[src/rtl/alu_sequencer.sv]
// Multi-cycle control sequencer for the 16-bit processor: fetch, decode, execute,
// data-memory handshake and register writeback, one instruction in flight.
module alu_sequencer #(
    parameter logic [15:0] RESET_PC = 16'h0000
) (
    input  logic        clk,
    input  logic        rst_n,
    output logic [15:0] imemAddr,
    input  logic [15:0] imemData,
    output logic [3:0]  rfRaddr1,
    output logic [3:0]  rfRaddr2,
    input  logic [15:0] rfRdata1,
    input  logic [15:0] rfRdata2,
    output logic        rfWe,
    output logic [3:0]  rfWaddr,
    output logic [15:0] rfWdata,
    output logic [3:0]  ALUselect,
    output logic [15:0] ALUin1,
    output logic [15:0] ALUin2,
    input  logic [15:0] ALUout,
    output logic        memReq,
    output logic        memWe,
    output logic [15:0] memAddr,
    output logic [15:0] memWdata,
    input  logic [15:0] memRdata,
    input  logic        memAck,
    output logic        halted,
    output logic        illegalOp,
    output logic [15:0] retired
);
    localparam int unsigned W = 16;
    localparam logic [3:0] OP_ADDI = 4'd5;
    localparam logic [3:0] OP_LI   = 4'd6;
    localparam logic [3:0] OP_LW   = 4'd7;
    localparam logic [3:0] OP_SW   = 4'd8;
    localparam logic [3:0] OP_BEQ  = 4'd9;
    localparam logic [3:0] OP_HALT = 4'd15;

    typedef enum logic [2:0] {
        S_FETCH, S_DECODE, S_EXECUTE, S_MEM, S_WRITEBACK, S_HALT
    } state_t;

    state_t       state, next_state;
    logic [W-1:0] pc, ir, opa, opb, result;
    logic [W-1:0] branch_off, in2_d;
    logic [3:0]   op, rd, fetch_op, sel_d;
    logic         illegal, mem_req_d, mem_we_d, rf_we_d, halted_d, illegal_d;

    assign op         = ir[15:12];
    assign rd         = ir[11:8];
    assign fetch_op   = imemData[15:12];
    assign illegal    = (op >= 4'd10) && (op <= 4'd14);
    assign branch_off = {{12{ir[3]}}, ir[3:0]};

    // Result, operand and instruction registers feed the outward buses directly.
    assign imemAddr = pc;
    assign rfWaddr  = rd;
    assign rfWdata  = result;
    assign memAddr  = result;
    assign memWdata = opb;
    assign ALUin1   = opa;

    always_ff @(posedge clk) begin
        if (!rst_n) state <= S_FETCH;
        else        state <= next_state;
    end

    always_comb begin
        next_state = state;
        case (state)
            S_FETCH:     next_state = S_DECODE;
            S_DECODE: begin
                if (illegal)              next_state = S_FETCH;
                else if (op == OP_HALT)   next_state = S_HALT;
                else                      next_state = S_EXECUTE;
            end
            S_EXECUTE: begin
                if (op == OP_BEQ)                        next_state = S_FETCH;
                else if (op == OP_LW || op == OP_SW)     next_state = S_MEM;
                else                                     next_state = S_WRITEBACK;
            end
            S_MEM: begin
                if (memAck) next_state = (op == OP_LW) ? S_WRITEBACK : S_FETCH;
            end
            S_WRITEBACK: next_state = S_FETCH;
            S_HALT:      next_state = S_HALT;
            default:     next_state = S_FETCH;
        endcase
    end

    // Next values of the registered control outputs, aligned with next_state.
    always_comb begin
        mem_req_d = (next_state == S_MEM);
        mem_we_d  = mem_req_d && (op == OP_SW);
        rf_we_d   = (next_state == S_WRITEBACK);
        halted_d  = (next_state == S_HALT);
        illegal_d = (state == S_DECODE) && illegal;
        sel_d     = ALUselect;
        in2_d     = ALUin2;
        if (state == S_DECODE) begin
            sel_d = (op <= OP_SW) ? op : 4'd0;
            case (op)
                OP_ADDI, OP_LW, OP_SW: in2_d = W'(ir[3:0]);
                OP_LI:                 in2_d = W'(ir[7:0]);
                default:               in2_d = rfRdata2;
            endcase
        end
    end

    always_ff @(posedge clk) begin
        if (!rst_n) begin
            memReq    <= 1'b0;
            memWe     <= 1'b0;
            rfWe      <= 1'b0;
            halted    <= 1'b0;
            illegalOp <= 1'b0;
            ALUselect <= 4'd0;
            ALUin2    <= '0;
        end else begin
            memReq    <= mem_req_d;
            memWe     <= mem_we_d;
            rfWe      <= rf_we_d;
            halted    <= halted_d;
            illegalOp <= illegal_d;
            ALUselect <= sel_d;
            ALUin2    <= in2_d;
        end
    end

    // Datapath: instruction, operands, result, PC and retire count.
    always_ff @(posedge clk) begin
        if (!rst_n) begin
            pc       <= RESET_PC;
            retired  <= '0;
            ir       <= '0;
            opa      <= '0;
            opb      <= '0;
            result   <= '0;
            rfRaddr1 <= 4'd0;
            rfRaddr2 <= 4'd0;
        end else begin
            case (state)
                S_FETCH: begin
                    ir       <= imemData;
                    rfRaddr1 <= imemData[7:4];
                    rfRaddr2 <= (fetch_op == OP_SW || fetch_op == OP_BEQ) ? imemData[11:8]
                                                                          : imemData[3:0];
                end
                S_DECODE: begin
                    opa <= rfRdata1;
                    opb <= rfRdata2;
                    if (illegal) begin
                        pc      <= pc + W'(1);
                        retired <= retired + W'(1);
                    end else if (op == OP_HALT) begin
                        retired <= retired + W'(1);
                    end
                end
                S_EXECUTE: begin
                    result <= ALUout;
                    if (op == OP_BEQ) begin
                        pc      <= (opa == opb) ? pc + W'(1) + branch_off : pc + W'(1);
                        retired <= retired + W'(1);
                    end
                end
                S_MEM: begin
                    if (memAck) begin
                        if (op == OP_LW) begin
                            result <= memRdata;
                        end else begin
                            pc      <= pc + W'(1);
                            retired <= retired + W'(1);
                        end
                    end
                end
                S_WRITEBACK: begin
                    pc      <= pc + W'(1);
                    retired <= retired + W'(1);
                end
                default: ;
            endcase
        end
    end
endmodule

[config.mk]
export PLATFORM = sky130hd
export DESIGN_NAME = alu_sequencer
export DESIGN_NICKNAME = d
export VERILOG_FILES = /design/src/rtl/alu_sequencer.sv
export SDC_FILE = /design/constraint.sdc
export NUM_CORES = 1
export LEC_CHECK = 0
export ABC_CLOCK_PERIOD_IN_PS = 3400
export BUFFER_PORTS_ARGS = -buffer_cell sky130_fd_sc_hd__buf_4
export CAP_MARGIN = 20
export CORE_ASPECT_RATIO = 0.7
export CORE_UTILIZATION = 45
export CTS_CLUSTER_SIZE = 30
export DETAILED_ROUTE_END_ITERATION = 8
export PLACE_DENSITY = 0.72
export SYNTH_ARGS = -nofsm -noshare
export SYNTH_HDL_FRONTEND = slang
export SYNTH_SLANG_ARGS = --single-unit
export TNS_END_PERCENT = 50
[constraint.sdc]
create_clock -name clk -period 3.4 [get_ports clk]
set_clock_uncertainty 0.05 [all_clocks]
set_input_delay 0.68 -clock clk [delete_from_list [all_inputs] [get_ports clk]]
set_output_delay 0.68 -clock clk [all_outputs]
set_load 0.1 [all_outputs]
==> results.ini <==
[global_route]
antenna_found_initial=0
grt.overflow.total=0
grt_max_degree=118
grt_usage_pct=25.4
grt_pass1_vias=5920
grt_first_pass_wirelength_um=31200

[hold_path]
hold_path_end=ALUin2[12]$_SDFFE_PN0N_
holdPathStages=2
min_path_type=flip-flop to flip-flop
min_from=ALUin2[12]$_SDFFE_PN0N_

[sta]
tightest_slew_ns=0.740
fin_crit_sh_pct=91.9
tns_ns=0
fmax_ghz=0.320
final.setup.worst_slack_ns=0.277
hold_violations=0
rsz0062_at_grt=false
final.hold.worst_slack_ns=0.404
max-slew-margin-rel_pct=50.5
fin_crit_ns=3.12
setup_viol=0
drv_slew=0

[critical_path]
critPathSlowestCell=a221oi_1
ff2ff_path_depth=11
cp.arrival_ns=3.42
rr_startpoint=imemAddr[0]$_SDFFE_PN0P_
critical_path.startpoint=imemAddr[0]$_SDFFE_PN0P_
crit_path_max_incr_delay_ns=0.43
timing.critical_path.buf_inv=0
path_cells=ha_1, nand3_2, xnor2_1, ha_1, and2_1, a221oi_1, a211oi_1, or2_2, a311oi_1, o21ai_0, nand3_1
endpoint_kind=flip-flop
reg2reg_to=imemAddr[15]$_SDFFE_PN0P_
crit_type=flip-flop to flip-flop
crit_fanout=6
r2r_slack_ns=0.28
cp_top_family=compound AO/OA/AOI/OAI gates
setup.worst_path.start_class=flip-flop
crit_top_cell=ha_1
cp.required_ns=3.70

[place]
placed_area_um2=8320
dp.cells=1185
port_buffers=215
gp_congestion=0.905
post-place-ws_ns=0.247
dpl.hpwl_um=14100

[yosys]
yosys_most_used_dff=dfxtp_1
yosysWarnings=0
postSynth.asyncResetShare_pct=0
synth.top_cell.area_share_pct=38.3
synth_cells=839
postSynthAreaPerCell_um2=7.98
ys_seq_elements=128
synth_nets=944
synth_cell_type_count=66
yosys-top-cells-area=dfxtp_1 38%, nand2_1 8.5%, a21oi_1 6.7%, nor2_1 4.4%, ha_1 3.9%
syn_area_um2=6700
synth_edf_count=0
synth_top_area_cell=dfxtp_1
seq_area_frac_synth_pct=38.3

[clock_tree]
cts_tree=done
clkTransAtPathRegs_ns=0.06
hold_buffers=0
htree_num_levels=4
clkLatencyLatePin_ns=0.41
cts_root_buf=clkbuf_16
numCtsBuffers=17
clk_path_buf_depth=2
cts.sinks=128

[layout]
fill_cells=1307
drive_gt1_share_pct=28.5
seq_area_um2=2580
stdcell_area_um2=8910
n_antenna_cell=0
fin_nets=1119
area_growth_syn_to_layout_pct=33.1
utilization_pct=62.6
multiInputGateArea_um2=3700
final_cells=1217

[routing]
routed_via_density=5.30
drt_pass1_iterations=5
num_vias=6446
dr.first_iter.drc_count=441
drc_errors=0
postRouteAntennaNets=0
wl_per_cell_um=15.9
drt_wl_total_um=19400

[pwr]
ir_drop_uv=401
power_density_nw_per_um2=722
finalPower_mw=6.44
power.leakage_nw=3.94

[die]
die_h_um=104
ios=216
row_count=36
core-area_um2=14200
start_util_pct=47.1
chipWidth_um=148
dieArea_um2=15400

[job]
maxCapViolations=0

[run_status]
outcome=finished clean

cells in the mapped netlist (19+ instances only):
master    instances
nand2_1         152
dfxtp_1         128
a21oi_1          89
nor2_1           78
clkbuf_1         41
nand3_1          40
xor2_1           27
buf_4            25
a211oi_1         21
ha_1             21
xnor2_1          21
o21ai_0          19
tightest hold or removal path, stage by stage (launching register included):
cell and delay [ns]:
dfxtp_1 0.31, nand2_1 0.05, a21oi_1 0.05
layout by cell type (no fill, tap or decap), types with 19 or more instances in the layout:
| cell type | instances |
|---|---|
| buf_4 | 230 |
| xnor2_1 | 21 |
| ha_1 | 21 |
| dfxtp_1 | 120 |
| o21ai_0 | 19 |
| a211oi_1 | 21 |
| nand2_1 | 152 |
| nor2_1 | 78 |
| xor2_1 | 27 |
| a21oi_1 | 88 |
| nand3_1 | 39 |
cell families after synthesis:
| kind of cell | after synthesis | share of synthesized area (%) |
|---|---|---|
| AOI/OAI and AO/OA | 190 | 18.1 |
| xor gates and xnor gates | 48 | 6.28 |
| adders and majority gates | 22 | 4.22 |
| buffers and inverters | 92 | 6.76 |
| DFF | 128 | 38.3 |
| muxes | 17 | 2.58 |
| and+or+nand+nor | 342 | 23.8 |
repair_timing:
action | 4_1_cts | 5_1_grt
resized for setup | 0 | 1
setup endpoints to repair | 0 | 1
buffers inserted | 0 | 0
layout make-up:
cell class,count,share of cell area [%]
clock inverters,14,1.78
repair buffers,231,19.6
clock buffers,18,4.81
inverters,17,0.744
multi-input cells,619,41.5
flip-flops and latches,128,28.9
well taps,190,2.67
flip-flops by register name (all words and copies together), names as in the netlist:
signal and cells:
imemAddr 16, memWe 1, ALUselect 4, state 3, ALUin1 16, memAddr 16, rfWe 1, memReq 1
illegalOp 1, ALUin2 16, ir 13, halted 1, retired 16, rfRaddr1 3, rfRaddr2 4, memWdata 16
per-layer routing:
layer  GRT usage [%]  up-vias  wire (um)
li1                -     3258          -
met1            37.8     2987       9710
met2            36.1      189       8290
met3            6.10       12       1220
met4            6.85        0        184
met5               0        -          0
power by group:
group / internal, mW / total, mW / leakage [nW] / switching (mW)
Combinational: 0.664 / 2.73 / 2.62 / 2.07
Clock: 1.09 / 1.82 / 0.275 / 0.723
Sequential: 1.69 / 1.89 / 1.05 / 0.199
Total: 3.44 / 6.44 / 3.94 / 2.99
worst max-delay path by stage:
stage,cells after the start,endpoint
floorplan,14,imemAddr[15]$_SDFFE_PN0P_
detailed placement,12,imemAddr[15]$_SDFFE_PN0P_
finish,11,imemAddr[15]$_SDFFE_PN0P_
CTS,12,imemAddr[15]$_SDFFE_PN0P_
global route,13,imemAddr[15]$_SDFFE_PN0P_
global placement,13,imemAddr[15]$_SDFFE_PN0P_
(Power assumes the default switching activity.)
